`config.mk`:
```
export PLATFORM = sky130hd
export DESIGN_NAME = bus_arbiter
export DESIGN_NICKNAME = d
export VERILOG_FILES = /design/src/rtl/bus_arbiter_rr_pick.sv /design/src/rtl/bus_arbiter.sv
export SDC_FILE = /design/constraint.sdc
export NUM_CORES = 1
export LEC_CHECK = 0
export CELL_PAD_IN_SITES_DETAIL_PLACEMENT = 1
export CELL_PAD_IN_SITES_GLOBAL_PLACEMENT = 1
export CORE_AREA = 2 2 39 41
export CTS_BUF_LIST = sky130_fd_sc_hd__clkbuf_16
export DETAILED_ROUTE_END_ITERATION = 16
export DIE_AREA = 0 0 41 43
export PLACE_DENSITY_LB_ADDON = 0.1
export SLEW_MARGIN = 10
export SYNTH_ARGS = -nofsm -noshare
export SYNTH_HDL_FRONTEND = slang
export SYNTH_HIERARCHICAL = 1
export SYNTH_SLANG_ARGS = --single-unit
```
`constraint.sdc`:
```
create_clock -name clk -period 4.7 [get_ports clk]
set_input_delay 1.175 -clock clk [delete_from_list [all_inputs] [get_ports clk]]
set_output_delay 1.175 -clock clk [all_outputs]
set_load 0.02 [all_outputs]
```
`src/rtl/bus_arbiter_rr_pick.sv`:
```
// rtl/bus_arbiter_rr_pick.sv - round-robin next-owner search for the bus arbiter
//
// Ports:
//   owner       in   current bus owner index
//   request_    in   active-low requests, bit i = master i
//   found       out  some master other than the owner is requesting
//   next_owner  out  first requester after owner (owner+1, +2, +3, wrapping);
//                    equals owner when nothing is found
//
// Shared encodings normally come from bus.h and stddef.h; the guarded fallbacks
// below keep this file self-contained when those headers are not on the path.

`ifndef YUTORINA_BUS_MASTER_COUNT
`define YUTORINA_BUS_MASTER_COUNT 4
`endif
`ifndef YutorinaBusOwnerBus
`define YutorinaBusOwnerBus [1:0]
`endif

module bus_arbiter_rr_pick (
  input  logic `YutorinaBusOwnerBus owner,
  input  logic [`YUTORINA_BUS_MASTER_COUNT-1:0] request_,
  output logic found,
  output logic `YutorinaBusOwnerBus next_owner
);

  logic `YutorinaBusOwnerBus idx;

  // Scan from the farthest candidate down to owner+1 so the nearest
  // requester overwrites earlier hits; the owner itself is never a candidate.
  always_comb begin
    found      = 1'b0;
    next_owner = owner;
    idx        = owner;
    for (int k = `YUTORINA_BUS_MASTER_COUNT - 1; k >= 1; k--) begin
      idx = owner + 2'(k);
      if (!request_[idx]) begin
        found      = 1'b1;
        next_owner = idx;
      end
    end
  end

endmodule

```
`src/rtl/bus_arbiter.sv`:
```
// rtl/bus_arbiter.sv - four-master round-robin bus arbiter with bus parking
//
// Optional feature macro: YUTORINA_BUS_ARBITER_TIMEOUT_EN (hold-time revocation).
//
// Ports:
//   clk                 in   system clock, rising edge
//   reset               in   synchronous reset, active-high
//   master0..3_request_ in   active-low bus requests
//   master0..3_grant_   out  active-low grants, exactly one low at all times
//   owner               out  index of the granted master
//   timeout_            out  active-low pulse in the cycle a hold is revoked;
//                            constant high without the timeout feature
//
// Parameters:
//   TIMEOUT_CYCLES      max consecutive requested-hold cycles before revocation
//   TIMEOUT_WIDTH       hold counter width, must hold TIMEOUT_CYCLES

`ifndef YUTORINA_BUS_MASTER_COUNT
`define YUTORINA_BUS_MASTER_COUNT 4
`endif
`ifndef YutorinaBusOwnerBus
`define YutorinaBusOwnerBus [1:0]
`endif
`ifndef YUTORINA_BUS_OWNER_0
`define YUTORINA_BUS_OWNER_0 2'd0
`define YUTORINA_BUS_OWNER_1 2'd1
`define YUTORINA_BUS_OWNER_2 2'd2
`define YUTORINA_BUS_OWNER_3 2'd3
`endif
`ifndef YUTORINA_BUS_ARB_PARK
`define YUTORINA_BUS_ARB_PARK 1'b0
`define YUTORINA_BUS_ARB_BUSY 1'b1
`endif
`ifndef YUTORINA_ENABLE_
`define YUTORINA_ENABLE_  1'b0
`define YUTORINA_DISABLE_ 1'b1
`endif

module bus_arbiter #(
  parameter int TIMEOUT_CYCLES = 256,
  parameter int TIMEOUT_WIDTH  = 9
) (
  input  logic clk,
  input  logic reset,
  input  logic master0_request_,
  input  logic master1_request_,
  input  logic master2_request_,
  input  logic master3_request_,
  output logic master0_grant_,
  output logic master1_grant_,
  output logic master2_grant_,
  output logic master3_grant_,
  output logic `YutorinaBusOwnerBus owner,
  output logic timeout_
);

  typedef enum logic {
    PARK = `YUTORINA_BUS_ARB_PARK,
    BUSY = `YUTORINA_BUS_ARB_BUSY
  } arb_state_t;

  arb_state_t state, state_next;
  logic `YutorinaBusOwnerBus owner_next;
  logic `YutorinaBusOwnerBus pick_owner;
  logic [`YUTORINA_BUS_MASTER_COUNT-1:0] request_;
  logic pick_found;
  logic owner_requesting;
  logic timeout_hit;

  assign request_ = {master3_request_, master2_request_,
                     master1_request_, master0_request_};
  assign owner_requesting = !request_[owner];

  bus_arbiter_rr_pick u_rr_pick (
    .owner      (owner),
    .request_   (request_),
    .found      (pick_found),
    .next_owner (pick_owner)
  );

`ifdef YUTORINA_BUS_ARBITER_TIMEOUT_EN
  logic [TIMEOUT_WIDTH-1:0] hold_cnt, hold_cnt_next;

  // Revocation only happens when someone else is waiting; otherwise the
  // counter just saturates and the owner keeps the bus.
  assign timeout_hit = (state == BUSY) && owner_requesting && pick_found &&
                       (hold_cnt >= TIMEOUT_WIDTH'(TIMEOUT_CYCLES - 1));

  always_comb begin
    hold_cnt_next = '0;
    if (state == BUSY && owner_requesting && !timeout_hit) begin
      hold_cnt_next = (hold_cnt == '1) ? hold_cnt : hold_cnt + 1'b1;
    end
  end

  always_ff @(posedge clk) begin
    if (reset) begin
      hold_cnt <= '0;
    end else begin
      hold_cnt <= hold_cnt_next;
    end
  end

  assign timeout_ = timeout_hit ? `YUTORINA_ENABLE_ : `YUTORINA_DISABLE_;
`else
  // Parameters stay on the interface so both builds share one instantiation;
  // this term is false for every legal setting.
  assign timeout_hit = (TIMEOUT_CYCLES == 0) && (TIMEOUT_WIDTH == 0);
  assign timeout_    = `YUTORINA_DISABLE_;
`endif

  always_comb begin
    state_next = state;
    owner_next = owner;
    case (state)
      PARK: begin
        if (owner_requesting) begin
          state_next = BUSY;
        end else if (pick_found) begin
          state_next = BUSY;
          owner_next = pick_owner;
        end
      end
      BUSY: begin
        if (timeout_hit) begin
          owner_next = pick_owner;
        end else if (!owner_requesting) begin
          if (pick_found) begin
            owner_next = pick_owner;
          end else begin
            state_next = PARK;
          end
        end
      end
      default: state_next = PARK;
    endcase
  end

  always_ff @(posedge clk) begin
    if (reset) begin
      state <= PARK;
      owner <= `YUTORINA_BUS_OWNER_0;
    end else begin
      state <= state_next;
      owner <= owner_next;
    end
  end

  // Grants depend on the registered owner only, so exactly one is low.
  assign master0_grant_ = (owner == `YUTORINA_BUS_OWNER_0) ? `YUTORINA_ENABLE_ : `YUTORINA_DISABLE_;
  assign master1_grant_ = (owner == `YUTORINA_BUS_OWNER_1) ? `YUTORINA_ENABLE_ : `YUTORINA_DISABLE_;
  assign master2_grant_ = (owner == `YUTORINA_BUS_OWNER_2) ? `YUTORINA_ENABLE_ : `YUTORINA_DISABLE_;
  assign master3_grant_ = (owner == `YUTORINA_BUS_OWNER_3) ? `YUTORINA_ENABLE_ : `YUTORINA_DISABLE_;

endmodule

```
==> results of run 1 <==
==> layer usage <==
| layer | track usage | vias to the layer above | wire [microns] |
|---|---|---|---|
| met5 | 0 | - | 0 |
| met3 | 0.03665 | 2 | 35 |
| li1 | - | 160 | - |
| met2 | 0.1656 | 7 | 431 |
| met4 | 0.08000 | 0 | 13 |
| met1 | 0.1310 | 148 | 358 |
==> area by class of cell <==
| class | count | area, sq um | share of cell area |
|---|---|---|---|
| multi-input cells | 34 | 216.5 | 0.4651 |
| repair buffers | 11 | 110.1 | 0.2366 |
| clock buffers | 3 | 75.07 | 0.1613 |
| flip-flops and latches | 2 | 40.04 | 0.08602 |
| well taps | 16 | 20.02 | 0.04301 |
| inverters | 1 | 3.754 | 0.008065 |
==> how the worst min path moves through the flow <==
stage | start | endpoint | slack, ps | depth (start not counted)
global placement | owner[0]$_SDFFE_PP0P_ | owner[0]$_SDFFE_PP0P_ | 650 | 2
finish | owner[0]$_SDFFE_PP0P_ | owner[0]$_SDFFE_PP0P_ | 670 | 2
detailed placement | owner[0]$_SDFFE_PP0P_ | owner[0]$_SDFFE_PP0P_ | 680 | 2
floorplan | owner[0]$_SDFFE_PP0P_ | owner[0]$_SDFFE_PP0P_ | 670 | 2
CTS | owner[0]$_SDFFE_PP0P_ | owner[0]$_SDFFE_PP0P_ | 680 | 2
global route | owner[0]$_SDFFE_PP0P_ | owner[0]$_SDFFE_PP0P_ | 730 | 2
==> kinds of logic (layout without fill, tap and decap cells) <==
logic type,after synthesis,in the layout,share of synthesized area
AOI/OAI and AO/OA,9,9,0.2197
buffers and inverters,3,15,0.08071
DFF,2,2,0.1435
muxes,5,5,0.1794
other,1,1,0.01344
and+or+nand+nor,19,19,0.3632
==> cell usage in the layout, fill, tap and decap left out, types with 2 or more instances in the layout <==
| cell | netlist | routed |
|---|---|---|
| or2b_1 | 2 | 2 |
| nand2_1 | 6 | 6 |
| clkbuf_16 | 0 | 3 |
| clkdlybuf4s50_1 | 0 | 11 |
| nor2_1 | 2 | 2 |
| dfxtp_1 | 2 | 2 |
| nand2b_1 | 5 | 5 |
| mux2i_1 | 5 | 5 |
| a21oi_1 | 3 | 3 |
==> power breakdown <==
group          internal, mW  total, mW  switching [mW]
Combinational        0.0776      0.143          0.0655
Sequential           0.0243     0.0515          0.0272
Clock                 0.108      0.127          0.0186
==> worst reg2reg max path: cells and delay by family, from the launching register on <==
| family | cells | cell delay, ps |
|---|---|---|
| muxes | 2 | 370 |
| and+or+nand+nor | 1 | 80 |
| AOI/OAI and AO/OA | 3 | 590 |
| DFF | 1 | 660 |
==> impl_metrics.csv, run 1 <==
group,metric,value,unit
cells_and_area,area_growth,66.82,%
placed_design,dp_hpwl,637,microns
global_route,grt_pass1_vias,306,
clock_network,insertion_delay,220,ps
yosys,async_reset_ff_frac,0,
worst_setup_path,cp_num_buf_inv,1,
clock_network,post_cts_buffers,0,
clock_network,cts_made_buffers,3,
die,pin_count,13,
power_and_ir_drop,ir_worst_vdd,0.3315,mV
clock_network,cts_root_buf,"clkbuf_16",
cells_and_area,n_fill_cell,170,
yosys,netlist_top_cells_count,"nand2_1, mux2i_1, nand2b_1",
timing,fin_crit_sh,0.6080,
routing,num_vias,317,
placed_design,place_inst,64,
cells_and_area,layout.nets,59,
yosys,syn_inst,39,
timing,worst_pin_slew,551.2,ps
power_and_ir_drop,p_total,321.3,uW
die,die_w,41,microns
yosys,syn_area,279.0,sq um
routing,drc,0,
die,die_area,0.001763,sq mm
cells_and_area,largest_reg_flops,2,
placed_design,place_area,390.4,sq um
yosys,synth-main-ff-cell,"dfxtp_1",
cells_and_area,reg.largest.list,"owner (2)",
global_route,grt_use_total,0.1132,
routing,drt_pass1_iterations,2,
timing,finClkSkew,1.138,ps
flow_run,maxCapViolCount,0,
yosys,synth-seq-area-share,0.1435,
cells_and_area,regMostFlops,"owner",
worst_setup_path,cp-startpoint,"owner[1]$_SDFFE_PP0P_",
routing,wirelength,839,microns
worst_setup_path,cp_num_cells,2,
global_route,grt_overflow,0,
yosys,ys_seq_elements,2,
die,rows,14,
routing,wl_per_cell,12.52,microns
worst_setup_path,cpLargestDelayFamily,"flip-flops",
worst_setup_path,arrival,1680,ps
timing,fin_ws,1842,ps
die,start_util,0.2016,
power_and_ir_drop,p_leak,0.1781,nW
worst_setup_path,cp-start-kind,"flip-flop",
global_route,grt_pass1_wl,1.317,mm
timing,setup_violations,0,
timing,relSlewSlack,0.6320,
clock_network,hold_buffers,0,
yosys,ys_types,21,
clock_network,htreeDepth,1,
worst_setup_path,crit_type,"reg2out",
timing,final.setup.tns,0,ps
worst_setup_path,cp_slowest_cell,"dfxtp_1",
worst_setup_path,critPathCapture,"master2_grant_",
timing,final_hold_viol_count,0,
worst_setup_path,end_kind,"output pin",
power_and_ir_drop,power_density,690.3,mW/mm^2
timing,grt_setup_unrepaired,"false",
die,core-area,0.001384,sq mm
status,status,"finished, final reports clean",
placed_design,preCtsSetupSlack,1930,ps
routing,drt-initial-drc-count,1,
placed_design,port_buffers,11,
clock_network,clk_pin_slew_worst_paths,30,ps
cells_and_area,finalNonFillerCells,67,
worst_setup_path,max_stage_delay,660,ps
cells_and_area,final_core_util,0.3363,
yosys,postSynthAreaPerCell,7.154,sq um
die,die_h,43,microns
worst_setup_path,cp_data_required_time,3520,ps
timing,max_freq,0.3499,GHz
worst_setup_path,r2r-end,"owner[0]$_SDFFE_PP0P_",
worst_setup_path,rr_startpoint,"owner[1]$_SDFFE_PP0P_",
yosys,synth_most_common_cell,"nand2_1",
cells_and_area,antennaDiodeCount,0,
yosys,yosysWarnings,6,
routing,viasPerCell,4.731,
yosys,syn-num-nets,45,
worst_setup_path,reg2reg_slack,2890,ps
timing,whs,672.1,ps
cells_and_area,drive_gt1_frac,0.07843,
timing,fin_crit,2858,ps
worst_setup_path,critPathMaxFanout,16,
cells_and_area,final_cell_area,465.4,sq um
hold_path,hold_path_class,"reg2reg",
worst_setup_path,crit_chain,"or2b_1, clkdlybuf4s50_1",
yosys,synth.largest_area_cell,"mux2i_1",
placed_design,place_congestion,0.6628,
global_route,grt_max_degree,17,
yosys,synth_edf_count,0,
clock_network,clock_path_buffers,2,
worst_setup_path,reg2reg_depth,6,
clock_network,post_cts_resized,0,
clock_network,cts_tree,"yes",
routing,ant_nets,0,
yosys,netlist.area_leader.share,0.1794,
yosys,synth_area_leaders,"mux2i_1, dfxtp_1, nand2b_1",
global_route,antenna_found_initial,0,
clock_network,cts.sinks,2,
timing,slew_violations,0,
(Power assumes the default switching activity.)
==> run 2: changes to the inputs <==
==> constraint.sdc (replaced) <==
create_clock -name clk -period 2.35 [get_ports clk]
set_input_delay 0.5875 -clock clk [delete_from_list [all_inputs] [get_ports clk]]
set_output_delay 0.5875 -clock clk [all_outputs]
set_load 0.02 [all_outputs]
==> run 2 against run 1 <==
Wire length rose by 11%. Sequential share of layout area fell by 0.27 points. Worst setup slack got worse by 1700 ps. Global-route usage rose by 1.2 points. Critical endpoint is now master0_grant_. Largest power group unchanged.
==> impl_metrics.csv, run 2 (synthesized netlist as in run 1, its figures left out) <==
group,metric,value,unit
die,die_w,41,microns
die,die_area,0.001763,sq mm
cells_and_area,antennaDiodeCount,0,
global_route,grt_pass1_vias,316,
global_route,grt_pass1_wl,1.414,mm
routing,ant_nets,0,
die,start_util,0.2016,
worst_setup_path,reg2reg_slack,620,ps
status,status,"finished, final reports clean",
clock_network,hold_buffers,0,
timing,fin_crit_sh,0.9206,
timing,finClkSkew,3.463,ps
clock_network,insertion_delay,220,ps
worst_setup_path,r2r-end,"owner[1]$_SDFFE_PP0P_",
power_and_ir_drop,internal-power,429.3,uW
clock_network,htreeDepth,1,
die,rows,14,
cells_and_area,final_cell_area,480.5,sq um
power_and_ir_drop,pwr-share-clk,0.399,
clock_network,clock_path_buffers,2,
global_route,grt_overflow,0,
power_and_ir_drop,p_switching,231.5,uW
worst_setup_path,max_stage_delay,600,ps
hold_path,hold_path_end,"owner[1]$_SDFFE_PP0P_",
clock_network,cts.sinks,2,
worst_setup_path,arrival,1580,ps
timing,final_hold_viol_count,0,
cells_and_area,reg.largest.list,"owner (2)",
cells_and_area,largest_reg_flops,2,
timing,max_freq,0.4622,GHz
worst_setup_path,rr_startpoint,"owner[1]$_SDFFE_PP0P_",
timing,final.setup.tns,0,ps
routing,num_vias,324,
clock_network,cts_tree,"yes",
global_route,grt_max_degree,15,
timing,slew_violations,0,
worst_setup_path,end_kind,"output pin",
hold_path,min_path_cells,2,
worst_setup_path,crit_type,"reg2out",
flow_run,maxCapViolCount,0,
routing,wirelength,930,microns
placed_design,place_area,405.4,sq um
clock_network,post_cts_buffers,0,
power_and_ir_drop,p_sw_frac,0.3503,
cells_and_area,area_growth,72.20,%
die,pin_count,13,
routing,viasPerCell,4.696,
clock_network,cts_made_buffers,3,
clock_network,post_cts_resized,0,
cells_and_area,regMostFlops,"owner",
worst_setup_path,cp_data_required_time,1760,ps
timing,fin_crit,2163,ps
global_route,antenna_found_initial,0,
placed_design,dp_hpwl,649,microns
routing,drc,0,
cells_and_area,final_cell_mix,"clkdlybuf4s50_1, nand2_1, nand2b_1, mux2i_1",
routing,drt-initial-drc-count,5,
clock_network,clk_pin_slew_worst_paths,30,ps
power_and_ir_drop,p_total,660.8,uW
power_and_ir_drop,pwr-share-comb,0.473,
worst_setup_path,critPathMaxFanout,14,
hold_path,hold_path_class,"reg2reg",
cells_and_area,drive_gt1_frac,0.1132,
placed_design,port_buffers,11,
placed_design,place_congestion,0.7709,
timing,grt_setup_unrepaired,"false",
routing,wl_per_cell,13.48,microns
worst_setup_path,crit_chain,"or2_2, clkdlybuf4s50_1",
die,die_h,43,microns
power_and_ir_drop,power_density,1375,mW/mm^2
timing,setup_violations,0,
routing,drt_pass1_iterations,4,
power_and_ir_drop,power_frac_seq,0.128,
clock_network,cts_root_buf,"clkbuf_16",
die,core-area,0.001384,sq mm
cells_and_area,layout.nets,61,
worst_setup_path,cp_slowest_cell,"clkdlybuf4s50_1",
worst_setup_path,cp-start-kind,"flip-flop",
power_and_ir_drop,p_leak,0.1882,nW
power_and_ir_drop,ir_worst_vdd,0.6438,mV
cells_and_area,final_common_cell,"clkdlybuf4s50_1",
hold_path,hp-start,"owner[1]$_SDFFE_PP0P_",
global_route,grt_use_total,0.1253,
worst_setup_path,reg2reg_depth,7,
run 2: power groups by stage:
stage               Combinational [mW]  Clock (mW)  Sequential [mW]
floorplan                        0.182           0           0.0971
global placement                 0.306           0           0.0830
detailed placement               0.314           0           0.0859
CTS                              0.316       0.267           0.0857
global route                     0.333       0.266           0.0900
finish                           0.313       0.263           0.0848
run 2: worst max-delay path by stage:
stage,from,endpoint,slack [ps]
finish,owner[0]$_SDFFE_PP0P_,master0_grant_,190
global route,owner[0]$_SDFFE_PP0P_,master0_grant_,140
CTS,owner[0]$_SDFFE_PP0P_,master0_grant_,180
detailed placement,master3_request_,owner[1]$_SDFFE_PP0P_,130
global placement,master3_request_,owner[0]$_SDFFE_PP0P_,210
floorplan,owner[1]$_SDFFE_PP0P_,owner[0]$_SDFFE_PP0P_,650
run 2: area by class of cell:
cell class	instances	area, sq um
repair buffers	13	125.1
inverters	1	3.754
well taps	16	20.02
clock buffers	3	75.07
multi-input cells	34	216.5
fillers	174	903.4
flip-flops and latches	2	40.04
run 2: through the flow:
stage	hold slack (ps)	std cells	utilization	setup slack, ps
after floorplan	665.6	39	-	647.5
after global placement	621.6	66	0.2929	213.9
after detailed placement	663.1	66	0.2929	134.6
after CTS	673.9	69	0.3472	178.0
after global routing	696.3	69	0.3472	140.4
final	657.8	69	0.3472	186.6
run 2: layer usage:
metal,vias up,GRT usage,share of wire
met2,10,0.1875,0.53
met1,148,0.1502,0.41
met5,-,0,0
met3,2,0.01571,0.035
li1,164,-,-
met4,0,0.1000,0.016
run 2: worst max-delay path: cells and delay by family, from the launching register on:
| kind | cells | cell delay, ps |
|---|---|---|
| buffers and inverters | 1 | 600 |
| DFF | 1 | 570 |
| and+or+nand+nor | 1 | 190 |
==> run 3: changes to the inputs <==
--- a/config.mk
+++ b/config.mk
@@ -9,6 +9,7 @@
 export CELL_PAD_IN_SITES_GLOBAL_PLACEMENT = 1
 export CORE_AREA = 2 2 39 41
 export CTS_BUF_LIST = sky130_fd_sc_hd__clkbuf_16
+export CTS_CLUSTER_SIZE = 10
 export DETAILED_ROUTE_END_ITERATION = 16
 export DIE_AREA = 0 0 41 43
 export PLACE_DENSITY_LB_ADDON = 0.1
==> constraint.sdc (replaced) <==
create_clock -name clk -period 2 [get_ports clk]
set_input_delay 0.5 -clock clk [delete_from_list [all_inputs] [get_ports clk]]
set_output_delay 0.5 -clock clk [all_outputs]
set_load 0.02 [all_outputs]
==> run 3 against run 2 <==
Critical path type unchanged. Clock power is 17% higher. Clock skew decreased by 1.4 ps. Sequential power decreased by 8.3%. Final cell count up 4.3%. Count of clock-buffer cells in the layout unchanged. Die area did not move. Critical endpoint is now owner[1]. Worst setup slack got worse by 110 ps. Sequential cell count is the same. Combinational power rose by 28%. Critical path depth stayed put. Largest power group unchanged. Worst hold slack worse by 110 ps. Core utilization increased by 1.6 points.
==> impl_metrics.csv, run 3 (synthesized netlist as in run 1, its figures left out) <==
group,metric,value,unit
global_route,grt_use_total,0.1191,
placed_design,place_congestion,0.7721,
placed_design,place_area,427.9,sq um
worst_setup_path,arrival,1430,ps
die,pin_count,13,
routing,wirelength,900,microns
power_and_ir_drop,p_switching,270.4,uW
die,rows,14,
timing,fin_crit_sh,0.9640,
cells_and_area,regMostFlops,"owner",
placed_design,port_buffers,11,
power_and_ir_drop,power_density,1567,mW/mm^2
cells_and_area,largest_reg_flops,2,
worst_setup_path,cp_slowest_cell,"clkdlybuf4s50_1",
global_route,grt_pass1_vias,314,
clock_network,cts_made_buffers,3,
status,status,"finished, final reports clean",
timing,setup_violations,0,
timing,grt_setup_unrepaired,"false",
power_and_ir_drop,internal-power,517.8,uW
cells_and_area,finalNonFillerCells,72,
worst_setup_path,critPathCapture,"owner[1]",
cells_and_area,final_cell_mix,"clkdlybuf4s50_1, nand2_1, nand2b_1, mux2i_1, buf_4",
worst_setup_path,end_kind,"output pin",
clock_network,clk_pin_slew_worst_paths,30,ps
power_and_ir_drop,power_frac_seq,0.099,
global_route,antenna_found_initial,0,
die,die_area,0.001763,sq mm
flow_run,maxCapViolCount,0,
worst_setup_path,max_stage_delay,630,ps
power_and_ir_drop,pwr-share-comb,0.510,
cells_and_area,antennaDiodeCount,0,
timing,fin_crit,1928,ps
clock_network,cts.sinks,2,
power_and_ir_drop,pwr-share-clk,0.391,
global_route,grt_overflow,0,
die,die_h,43,microns
placed_design,place_inst,69,
cells_and_area,regArea,40.04,sq um
timing,final_hold_viol_count,0,
die,start_util,0.2016,
worst_setup_path,cp-startpoint,"owner[1]$_SDFFE_PP0P_",
worst_setup_path,reg2reg_depth,7,
clock_network,cts_root_buf,"clkbuf_16",
worst_setup_path,critPathMaxFanout,12,
global_route,grt_pass1_wl,1.366,mm
clock_network,clock_path_buffers,2,
worst_setup_path,crit_chain,"buf_4, clkdlybuf4s50_1",
clock_network,htreeDepth,1,
cells_and_area,area_growth,80.27,%
clock_network,post_cts_buffers,0,
cells_and_area,n_fill_cell,175,
cells_and_area,final_cell_area,503.0,sq um
clock_network,hold_buffers,0,
placed_design,dp_hpwl,659,microns
worst_setup_path,rr_startpoint,"owner[1]$_SDFFE_PP0P_",
die,core-area,0.001384,sq mm
worst_setup_path,cp_data_required_time,1500,ps
power_and_ir_drop,p_sw_frac,0.3431,
routing,drc,0,
cells_and_area,final_common_cell,"clkdlybuf4s50_1",
timing,slew_violations,0,
cells_and_area,reg.largest.list,"owner (2)",
routing,wl_per_cell,12.50,microns
die,die_w,41,microns
hold_path,hold_path_class,"reg2reg",
clock_network,post_cts_resized,0,
cells_and_area,layout.nets,64,
clock_network,cts_tree,"yes",
worst_setup_path,cp-start-kind,"flip-flop",
routing,viasPerCell,4.639,
routing,ant_nets,0,
routing,drt_pass1_iterations,4,
cells_and_area,drive_gt1_frac,0.1607,
cells_and_area,multi_input_area,216.5,sq um
power_and_ir_drop,ir_worst_vdd,0.7420,mV
routing,drt-initial-drc-count,2,
timing,finClkSkew,2.068,ps
timing,max_freq,0.5187,GHz
global_route,grt_max_degree,13,
routing,num_vias,334,
worst_setup_path,reg2reg_slack,360,ps
power_and_ir_drop,p_leak,0.2030,nW
worst_setup_path,crit_type,"reg2out",
clock_network,insertion_delay,220,ps
worst_setup_path,r2r-end,"owner[1]$_SDFFE_PP0P_",
## run 3: layout make-up
| class | count | share of cell area |
|---|---|---|
| clock buffer | 3 | 0.1493 |
| inverter | 1 | 0.007463 |
| multi-input combinational | 34 | 0.4303 |
| sequential | 2 | 0.07960 |
| tap | 16 | 0.03980 |
| timing repair buffer | 16 | 0.2935 |
## run 3: metrics by stage
step | hold slack [ps] | total power [mW] | util | TNS (ps) | setup WS, ps
finish | 547.4 | 0.7881 | 0.3635 | 0 | 71.95
global placement | 519.3 | 0.4726 | 0.3092 | 0 | 34.97
global route | 579.8 | 0.8290 | 0.3635 | 0 | 19.16
detailed placement | 550.8 | 0.4869 | 0.3092 | -65.20 | -35.12
CTS | 559.0 | 0.8032 | 0.3635 | 0 | 54.93
floorplan | 665.6 | 0.3281 | - | 0 | 297.5
## run 3: worst min-delay path by stage
stage	from	to	slack (ps)	cells past startpoint
6_report	owner[0]$_SDFFE_PP0P_	owner[0]$_SDFFE_PP0P_	550	2
3_3_place_gp	owner[0]$_SDFFE_PP0P_	owner[0]$_SDFFE_PP0P_	520	2
4_1_cts	owner[0]$_SDFFE_PP0P_	owner[0]$_SDFFE_PP0P_	560	2
5_1_grt	owner[0]$_SDFFE_PP0P_	owner[0]$_SDFFE_PP0P_	580	2
3_5_place_dp	owner[0]$_SDFFE_PP0P_	owner[0]$_SDFFE_PP0P_	550	2
2_1_floorplan	owner[0]$_SDFFE_PP0P_	owner[0]$_SDFFE_PP0P_	670	2
## run 3: per-layer routing
metal  vias to the layer above  routed length [microns]  track usage
met4                         0                       22       0.1200
met3                         2                       22            0
li1                        168                        -            -
met1                       158                      393       0.1433
met2                         6                      461       0.1750
met5                         -                        0            0
## run 3: worst max-delay path, delay by kind of cell (launching register included)
| family | cells | cell delay [ps] |
|---|---|---|
| buffers and inverters | 2 | 840 |
| flip-flops | 1 | 360 |
## run 3: power by group through the flow
stage	Clock, mW	Combinational [mW]	Sequential [mW]
detailed placement	0	0.408	0.0785
CTS	0.314	0.411	0.0784
finish	0.308	0.402	0.0778
global placement	0	0.397	0.0751
global route	0.313	0.435	0.0816
floorplan	0	0.214	0.114
==> patch (flow settings as in run 3) <==
Build with the macro `YUTORINA_BUS_ARBITER_TIMEOUT_EN` defined.
--- a/src/rtl/bus_arbiter.sv
+++ b/src/rtl/bus_arbiter.sv
@@ -14,6 +14,8 @@
 // Parameters:
 //   TIMEOUT_CYCLES      max consecutive requested-hold cycles before revocation
 //   TIMEOUT_WIDTH       hold counter width, must hold TIMEOUT_CYCLES
+
+`define YUTORINA_BUS_ARBITER_TIMEOUT_EN
 
 `ifndef YUTORINA_BUS_MASTER_COUNT
 `define YUTORINA_BUS_MASTER_COUNT 4
Function: same outputs for any inputs over 10 cycles, from zero or initial values and one cycle with reset high; that may be too few to reach the edited logic, so the function may still have changed.
==> patch against run 3 <==
The flow now stops in detailed placement (3_5_place_dp). Synthesized cell count is 130% higher. Synthesized area grew to 2.7 times the old value.
==> patch: results <==
run_status:
  status: "stopped before the end"
  lastStage: "detailed placement (3_5_place_dp)"
  firstError: "[ERROR DPL-0033] detailed placement checks failed during check placement."
logic_synthesis:
  ys_warn_count: 6
  ys.flop_type: "dfxtp_1"
  synth_common_cells: "13 x nor2_1, 12 x dfxtp_1, 9 x nand2_1, 6 x a21oi_1, 6 x inv_1"
  synth_area_leaders: "dfxtp_1 31%, nor2_1 6.4%, mux2i_1 5.2%, ha_1 4.9%, xnor2_1 4.6%"
  synth.distinct_cells: 32
  async_flop_share_pct: 0
  synth_nets: 100
  ys_seq_area_share_pct: 31.5
  ys_ff_latch: 12
placed_design:
  dp_hpwl_um: 2940
  place_congestion: 0.778
  io_buffers: 12
-- patch: cell families after synthesis --
logic type | after synthesis | share of synthesized area, %
and+or+nand+nor | 42 | 29.0
adders and majority gates | 3 | 4.92
muxes | 5 | 8.20
AOI/OAI and AO/OA | 15 | 14.6
xor gates and xnor gates | 6 | 6.89
buffers and inverters | 8 | 4.92
DFF | 12 | 31.5
-- patch: stage by stage --
step | instances | worst slack (ns) | TNS [ns] | hold slack, ns
global placement | 149 | -0.991 | -2.36 | 0.583
floorplan | 91 | -0.0908 | -0.0908 | 0.485
